File: config.mk
export PLATFORM = sky130hd
export DESIGN_NAME = qgpio_bank_flat
export DESIGN_NICKNAME = d
export VERILOG_FILES = /design/src/rtl/qgpio_bank_if.sv /design/src/rtl/qgpio_bank.sv /design/src/flat_wrapper.sv
export SDC_FILE = /design/constraint.sdc
export NUM_CORES = 2
export LEC_CHECK = 0
export ABC_AREA = 1
export CAP_MARGIN = 20
export CELL_PAD_IN_SITES_DETAIL_PLACEMENT = 1
export CELL_PAD_IN_SITES_GLOBAL_PLACEMENT = 2
export CORE_AREA = 2 2 405 407
export DETAILED_ROUTE_END_ITERATION = 16
export DIE_AREA = 0 0 407 409
export PLACE_DENSITY_LB_ADDON = 0.1
export SLEW_MARGIN = 20
export SYNTH_ARGS = -nofsm -noshare
export SYNTH_HDL_FRONTEND = slang
export SYNTH_SLANG_ARGS = --single-unit
export TNS_END_PERCENT = 5
File: constraint.sdc
create_clock -name clk -period 2.3 [get_ports clk]
set_input_delay 0.46 -clock clk [delete_from_list [all_inputs] [get_ports clk]]
set_output_delay 0.46 -clock clk [all_outputs]
set_load 0.03 [all_outputs]
File: src/rtl/qgpio_bank_if.sv
// Register bus for qgpio_bank: single-cycle req/ack access in DATA_W-bit words.
// A request is acked exactly once, in order, with rdata/err valid alongside ack.
interface qgpio_bank_if #(
  parameter int DATA_W = 32,
  parameter int AW     = 4
);
  logic              req;
  logic              we;
  logic [AW-1:0]     addr;
  logic [DATA_W-1:0] wdata;
  logic              ack;
  logic [DATA_W-1:0] rdata;
  logic              err;

  modport master (output req, we, addr, wdata, input ack, rdata, err);
  modport slave  (input req, we, addr, wdata, output ack, rdata, err);
endinterface

File: src/rtl/qgpio_bank.sv
// Parametrised GPIO bank: direction/output registers, synchronised and debounced
// inputs, per-pin rise/fall interrupt status with write-1-to-clear.
module qgpio_bank #(
  parameter int NUM_PINS    = 64,
  parameter int DATA_W      = 32,
  parameter int SYNC_STAGES = 2,
  parameter int DEB_W       = 8
) (
  input  logic                clk,
  input  logic                rst,
  qgpio_bank_if.slave         bus,
  input  logic [NUM_PINS-1:0] pin_in,
  output logic [NUM_PINS-1:0] pin_out,
  output logic [NUM_PINS-1:0] pin_oe,
  output logic                irq
);

  localparam int NW     = (NUM_PINS + DATA_W - 1) / DATA_W;
  localparam int WIDX_W = (NW > 1) ? $clog2(NW) : 1;
  localparam int PW     = NW * DATA_W;

  logic                vld_p0;
  logic                we_p0;
  logic [2:0]          grp_p0;
  logic [WIDX_W-1:0]   widx_p0;
  logic [DATA_W-1:0]   wdata_p0;

  logic                ack_p1;
  logic                err_p1;
  logic [DATA_W-1:0]   rdata_p1;

  logic [NUM_PINS-1:0] dir_r, out_r, rise_en, fall_en, stat;
  logic [DEB_W-1:0]    deb_d;

  logic [SYNC_STAGES-1:0][NUM_PINS-1:0] sync_r;
  logic [NUM_PINS-1:0] s_in, stable, upd, stat_set, stat_clr;
  logic [DEB_W-1:0]    cnt [NUM_PINS];

  logic                bad_p0, wr_ok;
  logic [DATA_W-1:0]   rd_word;

  function automatic logic [DATA_W-1:0] word_of(input logic [NUM_PINS-1:0] v,
                                                input logic [WIDX_W-1:0]   w);
    logic [PW-1:0] pad;
    pad = '0;
    pad[NUM_PINS-1:0] = v;
    word_of = '0;
    for (int i = 0; i < NW; i++)
      if (int'(w) == i) word_of = pad[i*DATA_W +: DATA_W];
  endfunction

  // Replace the pins of word w with d; pins past NUM_PINS simply do not exist.
  function automatic logic [NUM_PINS-1:0] merge_word(input logic [NUM_PINS-1:0] v,
                                                     input logic [WIDX_W-1:0]   w,
                                                     input logic [DATA_W-1:0]   d);
    merge_word = v;
    for (int i = 0; i < NUM_PINS; i++)
      if (int'(w) == i / DATA_W) merge_word[i] = d[i % DATA_W];
  endfunction

  // Stage p0: capture the request
  always_ff @(posedge clk) begin
    we_p0    <= bus.we;
    grp_p0   <= bus.addr[WIDX_W+2:WIDX_W];
    widx_p0  <= bus.addr[WIDX_W-1:0];
    wdata_p0 <= bus.wdata;
  end

  always_comb begin
    bad_p0 = (int'(widx_p0) >= NW) || (grp_p0 == 3'd7) ||
             ((grp_p0 == 3'd6) && (widx_p0 != '0));
    wr_ok  = vld_p0 && we_p0 && !bad_p0;
    rd_word = '0;
    case (grp_p0)
      3'd0:    rd_word = word_of(dir_r, widx_p0);
      3'd1:    rd_word = word_of(out_r, widx_p0);
      3'd2:    rd_word = word_of(stable, widx_p0);
      3'd3:    rd_word = word_of(rise_en, widx_p0);
      3'd4:    rd_word = word_of(fall_en, widx_p0);
      3'd5:    rd_word = word_of(stat, widx_p0);
      3'd6:    rd_word[DEB_W-1:0] = deb_d;
      default: rd_word = '0;
    endcase
    if (bad_p0) rd_word = '0;
    stat_clr = '0;
    if (wr_ok && grp_p0 == 3'd5) stat_clr = merge_word('0, widx_p0, wdata_p0);
  end

  // Stage p1: ack, read data, register writes and status update
  always_ff @(posedge clk) begin
    if (rst) begin
      vld_p0   <= 1'b0;
      ack_p1   <= 1'b0;
      err_p1   <= 1'b0;
      rdata_p1 <= '0;
      dir_r    <= '0;
      out_r    <= '0;
      rise_en  <= '0;
      fall_en  <= '0;
      stat     <= '0;
      deb_d    <= '0;
    end else begin
      vld_p0   <= bus.req;
      ack_p1   <= vld_p0;
      err_p1   <= vld_p0 && bad_p0;
      rdata_p1 <= vld_p0 ? rd_word : '0;
      if (wr_ok) begin
        case (grp_p0)
          3'd0:    dir_r   <= merge_word(dir_r, widx_p0, wdata_p0);
          3'd1:    out_r   <= merge_word(out_r, widx_p0, wdata_p0);
          3'd3:    rise_en <= merge_word(rise_en, widx_p0, wdata_p0);
          3'd4:    fall_en <= merge_word(fall_en, widx_p0, wdata_p0);
          3'd6:    deb_d   <= wdata_p0[DEB_W-1:0];
          default: ;
        endcase
      end
      // A new event outranks a simultaneous clear of the same bit.
      stat <= (stat & ~stat_clr) | stat_set;
    end
  end

  assign s_in = sync_r[SYNC_STAGES-1];

  always_comb begin
    for (int i = 0; i < NUM_PINS; i++)
      upd[i] = (s_in[i] != stable[i]) && (cnt[i] == deb_d);
    stat_set = (upd & s_in & rise_en) | (upd & ~s_in & fall_en);
  end

  // Input path: synchroniser then per-pin debounce counter
  always_ff @(posedge clk) begin
    if (rst) begin
      sync_r <= '0;
      stable <= '0;
      for (int i = 0; i < NUM_PINS; i++) cnt[i] <= '0;
    end else begin
      sync_r <= {sync_r[SYNC_STAGES-2:0], pin_in};
      for (int i = 0; i < NUM_PINS; i++) begin
        if (s_in[i] == stable[i]) begin
          cnt[i] <= '0;
        end else if (cnt[i] == deb_d) begin
          stable[i] <= s_in[i];
          cnt[i]    <= '0;
        end else begin
          cnt[i] <= cnt[i] + 1'b1;
        end
      end
    end
  end

  assign bus.ack   = ack_p1;
  assign bus.err   = err_p1;
  assign bus.rdata = rdata_p1;
  assign pin_oe    = dir_r;
  assign pin_out   = out_r;
  assign irq       = |stat;

endmodule

File: src/flat_wrapper.sv
// flat-port wrapper written by rule: the top's interface ports become plain ports
module qgpio_bank_flat 
#(
  parameter int NUM_PINS    = 64,
  parameter int DATA_W      = 32,
  parameter int SYNC_STAGES = 2,
  parameter int DEB_W       = 8
)
  (clk, rst, pin_in, pin_out, pin_oe, irq, bus_req, bus_we, bus_addr, bus_wdata, bus_ack, bus_rdata, bus_err);
  qgpio_bank_if #(.DATA_W(DATA_W), .AW((4))) bus_i ();
  input  logic clk;
  input  logic rst;
  input  logic [NUM_PINS-1:0] pin_in;
  output logic [NUM_PINS-1:0] pin_out;
  output logic [NUM_PINS-1:0] pin_oe;
  output logic irq;
  input wire logic [$bits(bus_i.req)-1:0] bus_req;
  input wire logic [$bits(bus_i.we)-1:0] bus_we;
  input wire logic [$bits(bus_i.addr)-1:0] bus_addr;
  input wire logic [$bits(bus_i.wdata)-1:0] bus_wdata;
  output wire logic [$bits(bus_i.ack)-1:0] bus_ack;
  output wire logic [$bits(bus_i.rdata)-1:0] bus_rdata;
  output wire logic [$bits(bus_i.err)-1:0] bus_err;
  assign bus_i.req = bus_req;
  assign bus_i.we = bus_we;
  assign bus_i.addr = bus_addr;
  assign bus_i.wdata = bus_wdata;
  assign bus_ack = bus_i.ack;
  assign bus_rdata = bus_i.rdata;
  assign bus_err = bus_i.err;
  qgpio_bank #(.NUM_PINS(NUM_PINS), .DATA_W(DATA_W), .SYNC_STAGES(SYNC_STAGES), .DEB_W(DEB_W)) u_core (.clk(clk), .rst(rst), .bus(bus_i), .pin_in(pin_in), .pin_out(pin_out), .pin_oe(pin_oe), .irq(irq));
endmodule
==> results.py <==
metrics = {
    "clocking": {
        "cts_tree": "yes",
        "clk_pin_slew_ps": 60,
        "h-tree-depth": 4,
        "clk_latency_ps": 790,
        "cts_buffers": 140,
        "cts.path.max_buffers": 3,
        "root_buffer": "clkbuf_16",
        "cts.sinks": 1104,
    },
    "setup_path": {
        "worst_path_largest_cell_delay_ps": 340,
        "slowest_stage": "dfxtp_2",
        "r2r-start": "u_core.widx_p0",
        "crit_path_start_kind": "flip-flop",
        "crit_arrival_ps": 2290,
        "path_max_fanout": 3,
        "crit_required_ps": 1840,
        "path_class": "reg2out",
        "crit_chain": "nor2_4 -> nand4_1 -> nand3b_1 -> nor2_2 -> nand2_2 -> buf_6",
        "cp-startpoint": "u_core.stat[20]",
        "critPathCaptureType": "output port",
    },
    "logic_synthesis": {
        "synthArstFlopShare_pct": 0,
        "synth_common_cells": "nand2_1, nor2_1, inv_1",
        "syn_inst": 7558,
        "ys_seq_area_share_pct": 46.98,
        "synth_edf_count": 512,
        "synth_cell_type_count": 36,
        "yosys.cell_count.top_type": "nand2_1",
        "synth_area_um2": 57950,
        "ys_warn_count": 0,
        "avgSynthCellArea_um2": 7.667,
        "synth.area.top_cells": "edfxtp_1, dfxtp_1, nand2_1",
        "synth.largest_area_cell": "edfxtp_1",
        "synth_flop_cell": "dfxtp_1",
        "synth_top_area_share_pct": 26.53,
        "ys_ff_latch": 1104,
    },
    "layout": {
        "final_net_count": 8581,
        "drive_above_1_share_pct": 6.649,
        "area_delta_synth_final_pct": 22.77,
    },
    "sta": {
        "fin_setup_tns_ps": -447.9,
        "fmax_mhz": 363.9,
        "skew_ps": 30.80,
        "fin_crit_sh_pct": 119.5,
        "slew_viol_final": 0,
        "hold_viol": 0,
        "worst_pin_slew_ps": 835.8,
        "slew_headroom_pct": 44.21,
        "period_needed_ps": 2748,
        "hold_ws_ps": 123.2,
        "layout_setup_ws_ps": -447.9,
        "grt_setup_unrepaired": "true",
        "finalSetupViolations": 1,
    },
    "power": {
        "total_power_mw": 47.33,
        "powerDensity_nw_per_um2": 665.3,
        "p_leak_nw": 29.51,
        "vdd_drop_max_v": 0.0007639,
    },
    "grt": {
        "grt_start_max_net_pins": 58,
        "grt_pass1_wl_mm": 324.0,
        "antenna_found_initial": 9,
        "grt-ovfl-total": 0,
        "grt_pass1_vias": 52320,
        "grtUsageTotal_pct": 25.68,
    },
    "detailed_routing": {
        "post-route-drc-count": 0,
        "drt.antenna.violating_nets": 0,
        "vias": 51940,
        "vias_per_cell": 4.852,
        "routed_wl_mm": 214.9,
        "drtIter0Drc": 3090,
        "drtPass1Iterations": 6,
        "wl_per_cell_um": 20.07,
    },
    "placement": {
        "io_buffers": 266,
        "hpwlAfterDp_mm": 154.2,
        "gp_routability_congestion": 0.8297,
    },
    "hold_path": {
        "min_path_type": "in2reg",
        "hp-start": "bus_wdata[29]",
    },
    "status": {
        "status": "finished, violations left",
        "violations": "negative setup slack",
    },
    "floorplan": {
        "fp.dieArea_um2": 166500,
        "rows": 148,
        "die_h_um": 409,
        "start_util_pct": 35.77,
        "core-area_um2": 162000,
        "die_w_um": 407,
        "io_pins": 267,
    },
    "run": {
        "maxCapViolCount": 0,
    },
}
cell type report:
class                   instances  area, µm²
flip-flops and latches       1104      27260
multi-input cells            5869      28160
well taps                    2175       2721
clock buffers                 214       4200
inverters                     756       2845
clock inverters                42      329.1
repair buffers                542       5615
fillers                     19890      90890
diodes                          4      10.01
logic make-up after synthesis:
group / after synthesis / share of synthesized area, %
flops: 1104 / 46.98
compound gates: 816 / 7.138
fa+ha+maj: 64 / 1.382
buf+inv: 1096 / 7.950
simple gates: 3847 / 27.02
other cells: 1 / 0.006471
xor+xnor: 630 / 9.522
final timing paths:
kind / endpoint / slack (ps) / cells past startpoint
max: irq / -450 / 6
min: u_core.wdata_p0[29] / 120 / 1
max reg2reg: u_core.bus.rdata[31] / 140 / 7
min reg2reg: u_core.s_in[6] / 400 / 2
where the power goes:
group | switching, mW | internal, mW | leakage (nW)
combinational | 2.13 | 1.25 | 17.2
clock | 9.02 | 13.0 | 2.24
sequential | 0.765 | 21.2 | 10.1
total | 11.9 | 35.4 | 29.5
what timing repair did:
action,CTS,global route
hold buffers,1,0
buffers inserted,1,0
endpoints found under the hold margin,4,0
endpoints found under the setup margin,144,3
resized for setup,173,3
pin swaps,12,2
cloned,0,0
state kept, by name, summed over array words and instances (netlist names), 3 cells and up:
register / flops
u_core.bus.rdata: 32
u_core.cnt: 512
u_core.deb_d: 8
u_core.fall_en: 64
u_core.grp_p0: 3
u_core.pin_oe: 64
u_core.pin_out: 64
u_core.rise_en: 64
u_core.s_in: 64
u_core.stable: 64
u_core.stat: 64
u_core.sync_r: 64
u_core.wdata_p0: 32
per-stage QoR:
stage | utilization, % | cells | instance area (µm²) | setup slack, ps
floorplan | - | 8069 | 59870 | 694.3
global placement | 41.15 | 10450 | 66680 | -254.9
detailed placement | 41.15 | 10450 | 66680 | -152.8
CTS | 43.90 | 10700 | 71130 | -450.1
global route | 43.91 | 10710 | 71140 | -488.9
finish | 43.91 | 10710 | 71140 | -447.9
metal layers:
metal / track usage [%] / vias up / wire length [µm]
met1: 37.18 / 25380 / 106000
li1: - / 25360 / -
met5: 0 / - / 0
met2: 40.47 / 978 / 94360
met4: 6.392 / 0 / 4827
met3: 2.981 / 233 / 9685
cells in the final DEF (no fill, tap or decap), types with 191 or more instances in the layout:
| cell type | instances |
|---|---|
| nor2_1 | 1013 |
| buf_4 | 191 |
| nand3_1 | 449 |
| edfxtp_1 | 512 |
| nand2_1 | 2112 |
| xnor2_1 | 441 |
| o21ai_0 | 292 |
| dfxtp_1 | 580 |
| a21oi_1 | 480 |
| inv_1 | 743 |
| conb_1 | 512 |
worst max-delay path, delay by kind of cell, from the launching register on:
family | cells | cell delay [ps]
AND/OR/NAND/NOR | 5 | 970
flip-flops | 1 | 340
buffers and inverters | 1 | 180
No activity file was read; power rests on OpenSTA's default activity.
